===== config.mk =====
export PLATFORM = sky130hd
export DESIGN_NAME = starbug_rf_arbiter_flat
export DESIGN_NICKNAME = d
export VERILOG_FILES = /design/src/rtl/starbug_rf_arbiter_if.sv /design/src/rtl/starbug_rf_arbiter.sv /design/src/flat_wrapper.sv
export SDC_FILE = /design/constraint.sdc
export NUM_CORES = 1
export LEC_CHECK = 0
export ABC_AREA = 1
export BUFFER_PORTS_ARGS = -buffer_cell sky130_fd_sc_hd__buf_2
export CORE_ASPECT_RATIO = 0.6
export CORE_MARGIN = 1
export CORE_UTILIZATION = 40
export CTS_CLUSTER_DIAMETER = 50
export DETAILED_ROUTE_END_ITERATION = 8
export PLACE_DENSITY = 0.71
export SLEW_MARGIN = 25
export SYNTH_ARGS = -nofsm -noshare
export SYNTH_HDL_FRONTEND = slang
export SYNTH_SLANG_ARGS = --single-unit
export TNS_END_PERCENT = 100

===== constraint.sdc =====
create_clock -name clk -period 6.4 [get_ports clk]
set_input_delay 0.32 -clock clk [delete_from_list [all_inputs] [get_ports clk]]
set_output_delay 0.32 -clock clk [all_outputs]
set_load 0.03 [all_outputs]

===== src/rtl/starbug_rf_arbiter_if.sv =====
// Bundles the STARBUG lane <-> register-file sharing signals.
// Purely wiring, zero latency.
// Lanes hold write requests until acked; read grants are same-cycle.
interface starbug_rf_arbiter_if #(
    parameter int XLEN    = 32,
    parameter int NLANES  = 2,
    parameter int WQDEPTH = 4
);
    localparam int CW = $clog2(WQDEPTH + 1);

    logic [NLANES-1:0]      LaneRdReq;
    logic [NLANES*5-1:0]    LaneRs1;
    logic [NLANES*5-1:0]    LaneRs2;
    logic [NLANES-1:0]      LaneRdGnt;
    logic [NLANES*XLEN-1:0] LaneR1;
    logic [NLANES*XLEN-1:0] LaneR2;
    logic [NLANES-1:0]      LaneWrReq;
    logic [NLANES*5-1:0]    LaneRd;
    logic [NLANES*XLEN-1:0] LaneWd;
    logic [NLANES-1:0]      LaneWrAck;
    logic [4:0]             a1;
    logic [4:0]             a2;
    logic [XLEN-1:0]        rd1;
    logic [XLEN-1:0]        rd2;
    logic                   we3;
    logic [4:0]             a3;
    logic [XLEN-1:0]        wd3;
    logic [CW-1:0]          WQCount;
    logic                   WQEmpty;

    // arbiter side
    modport slave (
        input  LaneRdReq, LaneRs1, LaneRs2, LaneWrReq, LaneRd, LaneWd, rd1, rd2,
        output LaneRdGnt, LaneR1, LaneR2, LaneWrAck, a1, a2, we3, a3, wd3,
        output WQCount, WQEmpty
    );

    // lanes + register-file side
    modport master (
        output LaneRdReq, LaneRs1, LaneRs2, LaneWrReq, LaneRd, LaneWd, rd1, rd2,
        input  LaneRdGnt, LaneR1, LaneR2, LaneWrAck, a1, a2, we3, a3, wd3,
        input  WQCount, WQEmpty
    );
endinterface


===== src/rtl/starbug_rf_arbiter.sv =====
// Shares one 2R/1W register file among NLANES lanes: round-robin reads, queued writes with bypass.
// Read grant/data combinational (same cycle); writes drain from the queue one per cycle, >=1 cycle after ack.
// Writes are acked in lane order while free slots remain; unacked lanes must hold their request.
module starbug_rf_arbiter #(
    parameter int XLEN    = 32,
    parameter int NLANES  = 2,
    parameter int WQDEPTH = 4
) (
    input  logic                  clk,
    input  logic                  reset,
    starbug_rf_arbiter_if.slave   bus
);
    localparam int PW = $clog2(WQDEPTH);
    localparam int CW = $clog2(WQDEPTH + 1);
    localparam int LW = (NLANES > 1) ? $clog2(NLANES) : 1;

    logic [LW-1:0]   rd_ptr;
    logic [PW-1:0]   head;
    logic [PW-1:0]   tail;
    logic [CW-1:0]   count;
    logic [4:0]      q_rd [WQDEPTH];
    logic [XLEN-1:0] q_wd [WQDEPTH];

    logic            gnt_vld;
    logic [LW-1:0]   gnt_idx;
    logic [LW-1:0]   scan_idx;
    logic [4:0]      rs1;
    logic [4:0]      rs2;
    logic            deq;

    logic [NLANES-1:0] enq_en;
    logic [PW-1:0]     enq_pos [NLANES];
    logic [CW-1:0]     n_enq;
    logic [CW-1:0]     slots;

    // Youngest pending value for rs from the start-of-cycle queue, else the regfile; x0 is always 0.
    function automatic logic [XLEN-1:0] lookup(input logic [4:0] rs, input logic [XLEN-1:0] rf_dat);
        logic [PW-1:0] idx;
        lookup = rf_dat;
        for (int k = 0; k < WQDEPTH; k++) begin
            idx = head + PW'(k);
            if (CW'(k) < count && q_rd[idx] == rs)
                lookup = q_wd[idx];
        end
        if (rs == 5'd0)
            lookup = '0;
    endfunction

    // Round-robin read grant starting at rd_ptr, plus address and bypassed data for the winner.
    always_comb begin
        gnt_vld       = 1'b0;
        gnt_idx       = '0;
        scan_idx      = '0;
        rs1           = '0;
        rs2           = '0;
        bus.LaneRdGnt = '0;
        bus.LaneR1    = '0;
        bus.LaneR2    = '0;
        for (int k = 0; k < NLANES; k++) begin
            scan_idx = LW'((int'(rd_ptr) + k) % NLANES);
            if (!reset && !gnt_vld && bus.LaneRdReq[scan_idx]) begin
                gnt_vld = 1'b1;
                gnt_idx = scan_idx;
            end
        end
        if (gnt_vld) begin
            rs1 = bus.LaneRs1[int'(gnt_idx)*5 +: 5];
            rs2 = bus.LaneRs2[int'(gnt_idx)*5 +: 5];
            bus.LaneRdGnt[gnt_idx] = 1'b1;
            bus.LaneR1[int'(gnt_idx)*XLEN +: XLEN] = lookup(rs1, bus.rd1);
            bus.LaneR2[int'(gnt_idx)*XLEN +: XLEN] = lookup(rs2, bus.rd2);
        end
        bus.a1 = rs1;
        bus.a2 = rs2;
    end

    // Head of queue drives the write port; suppressed during reset so pending entries are discarded.
    always_comb begin
        deq         = !reset && (count != '0);
        bus.we3     = deq;
        bus.a3      = deq ? q_rd[head] : 5'd0;
        bus.wd3     = deq ? q_wd[head] : '0;
        bus.WQCount = count;
        bus.WQEmpty = (count == '0);
    end

    // Accept writes in lane order against start-of-cycle free space; x0 writes are acked but dropped.
    always_comb begin
        bus.LaneWrAck = '0;
        enq_en        = '0;
        n_enq         = '0;
        slots         = CW'(WQDEPTH) - count;
        for (int i = 0; i < NLANES; i++) begin
            enq_pos[i] = tail + PW'(n_enq);
            if (!reset && bus.LaneWrReq[i] && slots != '0) begin
                bus.LaneWrAck[i] = 1'b1;
                if (bus.LaneRd[i*5 +: 5] != 5'd0) begin
                    enq_en[i] = 1'b1;
                    n_enq     = n_enq + CW'(1);
                    slots     = slots - CW'(1);
                end
            end
        end
    end

    // Pointer and occupancy state; read pointer advances past the granted lane.
    always_ff @(posedge clk) begin
        if (reset) begin
            rd_ptr <= '0;
            head   <= '0;
            tail   <= '0;
            count  <= '0;
        end else begin
            if (gnt_vld)
                rd_ptr <= (int'(gnt_idx) == NLANES - 1) ? '0 : gnt_idx + LW'(1);
            if (deq)
                head <= head + PW'(1);
            tail  <= tail + PW'(n_enq);
            count <= count + n_enq - CW'(deq);
        end
    end

    // Queue payload storage; higher lanes land at later slots so they are younger.
    always_ff @(posedge clk) begin
        for (int i = 0; i < NLANES; i++) begin
            if (enq_en[i]) begin
                q_rd[enq_pos[i]] <= bus.LaneRd[i*5 +: 5];
                q_wd[enq_pos[i]] <= bus.LaneWd[i*XLEN +: XLEN];
            end
        end
    end
endmodule


===== src/flat_wrapper.sv =====
// flat-port wrapper written by rule: the top's interface ports become plain ports
module starbug_rf_arbiter_flat 
#(
    parameter int XLEN    = 32,
    parameter int NLANES  = 2,
    parameter int WQDEPTH = 4
)
  (clk, reset, bus_LaneRdReq, bus_LaneRs1, bus_LaneRs2, bus_LaneWrReq, bus_LaneRd, bus_LaneWd, bus_rd1, bus_rd2, bus_LaneRdGnt, bus_LaneR1, bus_LaneR2, bus_LaneWrAck, bus_a1, bus_a2, bus_we3, bus_a3, bus_wd3, bus_WQCount, bus_WQEmpty);
  starbug_rf_arbiter_if #(.XLEN(XLEN), .NLANES(NLANES), .WQDEPTH(WQDEPTH)) bus_i ();
  input  logic clk;
  input  logic reset;
  input wire logic [$bits(bus_i.LaneRdReq)-1:0] bus_LaneRdReq;
  input wire logic [$bits(bus_i.LaneRs1)-1:0] bus_LaneRs1;
  input wire logic [$bits(bus_i.LaneRs2)-1:0] bus_LaneRs2;
  input wire logic [$bits(bus_i.LaneWrReq)-1:0] bus_LaneWrReq;
  input wire logic [$bits(bus_i.LaneRd)-1:0] bus_LaneRd;
  input wire logic [$bits(bus_i.LaneWd)-1:0] bus_LaneWd;
  input wire logic [$bits(bus_i.rd1)-1:0] bus_rd1;
  input wire logic [$bits(bus_i.rd2)-1:0] bus_rd2;
  output wire logic [$bits(bus_i.LaneRdGnt)-1:0] bus_LaneRdGnt;
  output wire logic [$bits(bus_i.LaneR1)-1:0] bus_LaneR1;
  output wire logic [$bits(bus_i.LaneR2)-1:0] bus_LaneR2;
  output wire logic [$bits(bus_i.LaneWrAck)-1:0] bus_LaneWrAck;
  output wire logic [$bits(bus_i.a1)-1:0] bus_a1;
  output wire logic [$bits(bus_i.a2)-1:0] bus_a2;
  output wire logic [$bits(bus_i.we3)-1:0] bus_we3;
  output wire logic [$bits(bus_i.a3)-1:0] bus_a3;
  output wire logic [$bits(bus_i.wd3)-1:0] bus_wd3;
  output wire logic [$bits(bus_i.WQCount)-1:0] bus_WQCount;
  output wire logic [$bits(bus_i.WQEmpty)-1:0] bus_WQEmpty;
  assign bus_i.LaneRdReq = bus_LaneRdReq;
  assign bus_i.LaneRs1 = bus_LaneRs1;
  assign bus_i.LaneRs2 = bus_LaneRs2;
  assign bus_i.LaneWrReq = bus_LaneWrReq;
  assign bus_i.LaneRd = bus_LaneRd;
  assign bus_i.LaneWd = bus_LaneWd;
  assign bus_i.rd1 = bus_rd1;
  assign bus_i.rd2 = bus_rd2;
  assign bus_LaneRdGnt = bus_i.LaneRdGnt;
  assign bus_LaneR1 = bus_i.LaneR1;
  assign bus_LaneR2 = bus_i.LaneR2;
  assign bus_LaneWrAck = bus_i.LaneWrAck;
  assign bus_a1 = bus_i.a1;
  assign bus_a2 = bus_i.a2;
  assign bus_we3 = bus_i.we3;
  assign bus_a3 = bus_i.a3;
  assign bus_wd3 = bus_i.wd3;
  assign bus_WQCount = bus_i.WQCount;
  assign bus_WQEmpty = bus_i.WQEmpty;
  starbug_rf_arbiter #(.XLEN(XLEN), .NLANES(NLANES), .WQDEPTH(WQDEPTH)) u_core (.clk(clk), .reset(reset), .bus(bus_i));
endmodule

==> results.toml <==
[synthesis]
synth_top_area_cell = "edfxtp_1"
synth-seq-cells = 158
yosysSeqAreaShare = 0.285
synth_cells = 2835
synthArstFlopShare = 0
synth-edff-count = 148
synth_top_area_frac = 0.273
yosys.cell_types.count = 34
synth_area_per_cell_sq_um = 5.74
syn_nets = 3009
syn_area_sq_um = 16300
synth-main-ff-cell = "edfxtp_1"
synth_area_leaders = "edfxtp_1 27%, nand2_1 23%, nor2_1 11%"
yosys_warnings = 0

[grt]
grt_max_degree = 130
grt_pass1_wl_um = 102000
track_usage = 0.330
gr-total-overflow = 0
antenna_found_initial = 9
grt_pass1_vias = 15900

[route]
ant_nets = 0
firstDrtPassIters = 9
wl_um = 70900
wl_per_cell_um = 19.8
drc = 0
avgViaCountPerCell = 5.47
via_count = 19600
drt-initial-drc-count = 4032

[die]
boundaryPins = 348
fp.dieH_um = 158
coreArea_sq_um = 39600
dieArea_sq_um = 41500
initial_core_util = 0.411
rows = 56
die_w_um = 262

[run_status]
status = "finished clean"

[sta]
tns_ns = 0
rsz0062_at_grt = "no"
worst_pin_slew_ns = 1.07
max_freq_mhz = 182
relSlewSlack = 0.288
hold_viol_final = 0
fin_ws_ns = 0.892
setup_viol = 0
slew_violations = 0
finalCritPeriodShare = 0.861
min_period_ns = 5.51
fin_hold_ws_ns = 0.191
finalClockSkew_ns = 0.0130

[setup_path]
rr_startpoint = "u_core.bus.WQCount[0]"
worst-path-max-fanout = 72
worstPathRequired_ns = 6.08
crit_type = "reg2out"
startpoint_type = "register"
cp_slowest_stage_delay_ns = 0.76
slowest_stage = "dfxtp_4"
cp-end-kind = "primary output"
path_cells = "inv_2 -> nand2_2 -> nand2_2 -> o21ai_1 -> xor2_1 -> nand3_1 -> nor2_4 -> buf_4 -> nor2_1 -> nand2_1 -> nand2_1 -> nor2_1 -> buf_2"
cp-startpoint = "u_core.head[0]"
crit_arrival_ns = 5.19

[cts]
clock_latency_ns = 0.43
postCtsHoldBufs = 0
htreeDepth = 4
cts_tree = "yes"
root_buffer = "clkbuf_16"
numCtsBuffers = 17
clk_path_buf_depth = 2
cts_resized = 0
clk_pin_slew_ns = 0.07
cts_setup_buffers = 0
cts_sinks = 158

[pwr]
cellLeakagePower_nw = 9.99
power_density_nw_per_um2 = 429
vdd_drop_max_uv = 259

[job]
drv_cap = 0

[finish]
final_cells = 3587
drive_gt1_frac = 0.154
syn2layout_area_growth_pct = 15.7
final_util = 0.476
nNetsFinal = 3219

[worst_hold_path]
hold_path.startpoint = "bus_LaneRdReq[1]"
hp-class = "in2reg"

[placed_design]
preCtsSetupSlack_ns = 1.52
dp_hpwl_um = 54300
portBuffers = 347
place.gp.congestion = 1.07
dp.cells = 3547
[cell usage after synthesis (2+ instances only)]
master,instances
o221ai_1,32
or2_2,32
xor2_1,4
nand3_1,166
nand2_2,2
ha_1,9
nand3b_1,8
nand3_2,2
xnor2_1,4
nor3_1,4
a21oi_1,79
edfxtp_1,148
nor2_1,485
o31ai_1,2
nor2_2,3
nor2_4,3
dfxtp_1,10
nand4_1,7
a32o_1,32
inv_1,295
nand2_1,981
inv_2,5
a22oi_1,32
o21ai_0,293
clkbuf_1,120
buf_2,59
o22ai_1,3
buf_4,3
buf_1,7
[area by class of cell]
cell class | instances | area [sq um]
inverters | 301 | 1130
well taps | 522 | 653
multi-input cells | 2187 | 9800
flip-flops and latches | 158 | 4650
fillers | 4166 | 20800
repair buffers | 380 | 2000
diodes | 7 | 17.5
clock buffers | 19 | 433
clock inverters | 13 | 140
[registers in the layout, indices dropped and copies added (netlist names), named ones only]
| signal | cells |
|---|---|
| u_core.rd_ptr | 1 |
| u_core.q_wd | 128 |
| u_core.bus.WQCount | 3 |
| u_core.q_rd | 20 |
| u_core.tail | 2 |
| u_core.head | 2 |
[metal layers]
metal  wire length (um)  GRT usage  part of all wire
met2              23900      0.383              0.34
met3              12800      0.156              0.18
met1              32700      0.513              0.46
met5                237     0.0376            0.0033
met4               1240     0.0622             0.017
[final timing paths]
path                             end  slack (ns)  cells past startpoint
setup / recovery       bus_LaneR2[6]        0.89                     13
hold reg to reg        u_core.rd_ptr        0.47                      2
setup reg to reg  u_core.q_wd[3][16]        2.43                     14
hold / removal         u_core.rd_ptr        0.19                      4
[critical path: cells and delay by family (launching register included)]
kind / cells / cell delay (ns)
and+or+nand+nor: 8 / 2.39
DFF: 1 / 0.76
AOI/OAI and AO/OA: 1 / 0.41
xor gates and xnor gates: 1 / 0.18
buffers and inverters: 3 / 0.95
[logic make-up (layout without fill, tap and decap cells)]
logic type / after synthesis / after routing / synth area share
compound gates: 476 / 476 / 0.169
fa+ha+maj: 10 / 10 / 0.00815
other cells: 0 / 7 / 0
buf+inv: 490 / 713 / 0.118
flops: 158 / 158 / 0.285
simple gates: 1693 / 1693 / 0.414
xor+xnor: 8 / 8 / 0.00431
[report_power, final]
group | internal (mW) | switching (mW)
clock network | 0.575 | 0.425
logic | 1.32 | 4.11
registers | 1.41 | 0.240
total | 3.31 | 4.78
[through the flow]
step / area, sq um / total power [mW]
finish: 18800 / 8.08
global route: 18800 / 8.48
CTS: 18800 / 7.75
detailed placement: 18200 / 6.75
global placement: 18200 / 6.76
floorplan: 16300 / 4.98
[cells in the final DEF (no fill, tap or decap), types with 3 or more instances in the layout]
| master | count |
|---|---|
| nand2_1 | 979 |
| edfxtp_1 | 148 |
| a21oi_1 | 79 |
| diode_2 | 7 |
| nor2_2 | 5 |
| clkbuf_16 | 17 |
| or2_2 | 32 |
| nor2_1 | 480 |
| a22oi_1 | 32 |
| nand2_2 | 3 |
| a32o_1 | 32 |
| buf_4 | 32 |
| dfxtp_1 | 8 |
| xnor2_1 | 4 |
| inv_1 | 295 |
| ha_1 | 9 |
| clkinv_4 | 3 |
| o22ai_1 | 3 |
| inv_2 | 5 |
| nand3_2 | 3 |
| buf_2 | 347 |
| clkinvlp_4 | 3 |
| nand3_1 | 165 |
| nand3b_1 | 8 |
| o21ai_0 | 290 |
| o221ai_1 | 32 |
| nor2_4 | 6 |
| xor2_1 | 4 |
| nand4_1 | 7 |
| nor3_1 | 3 |
No activity file was read; power rests on OpenSTA's default activity.
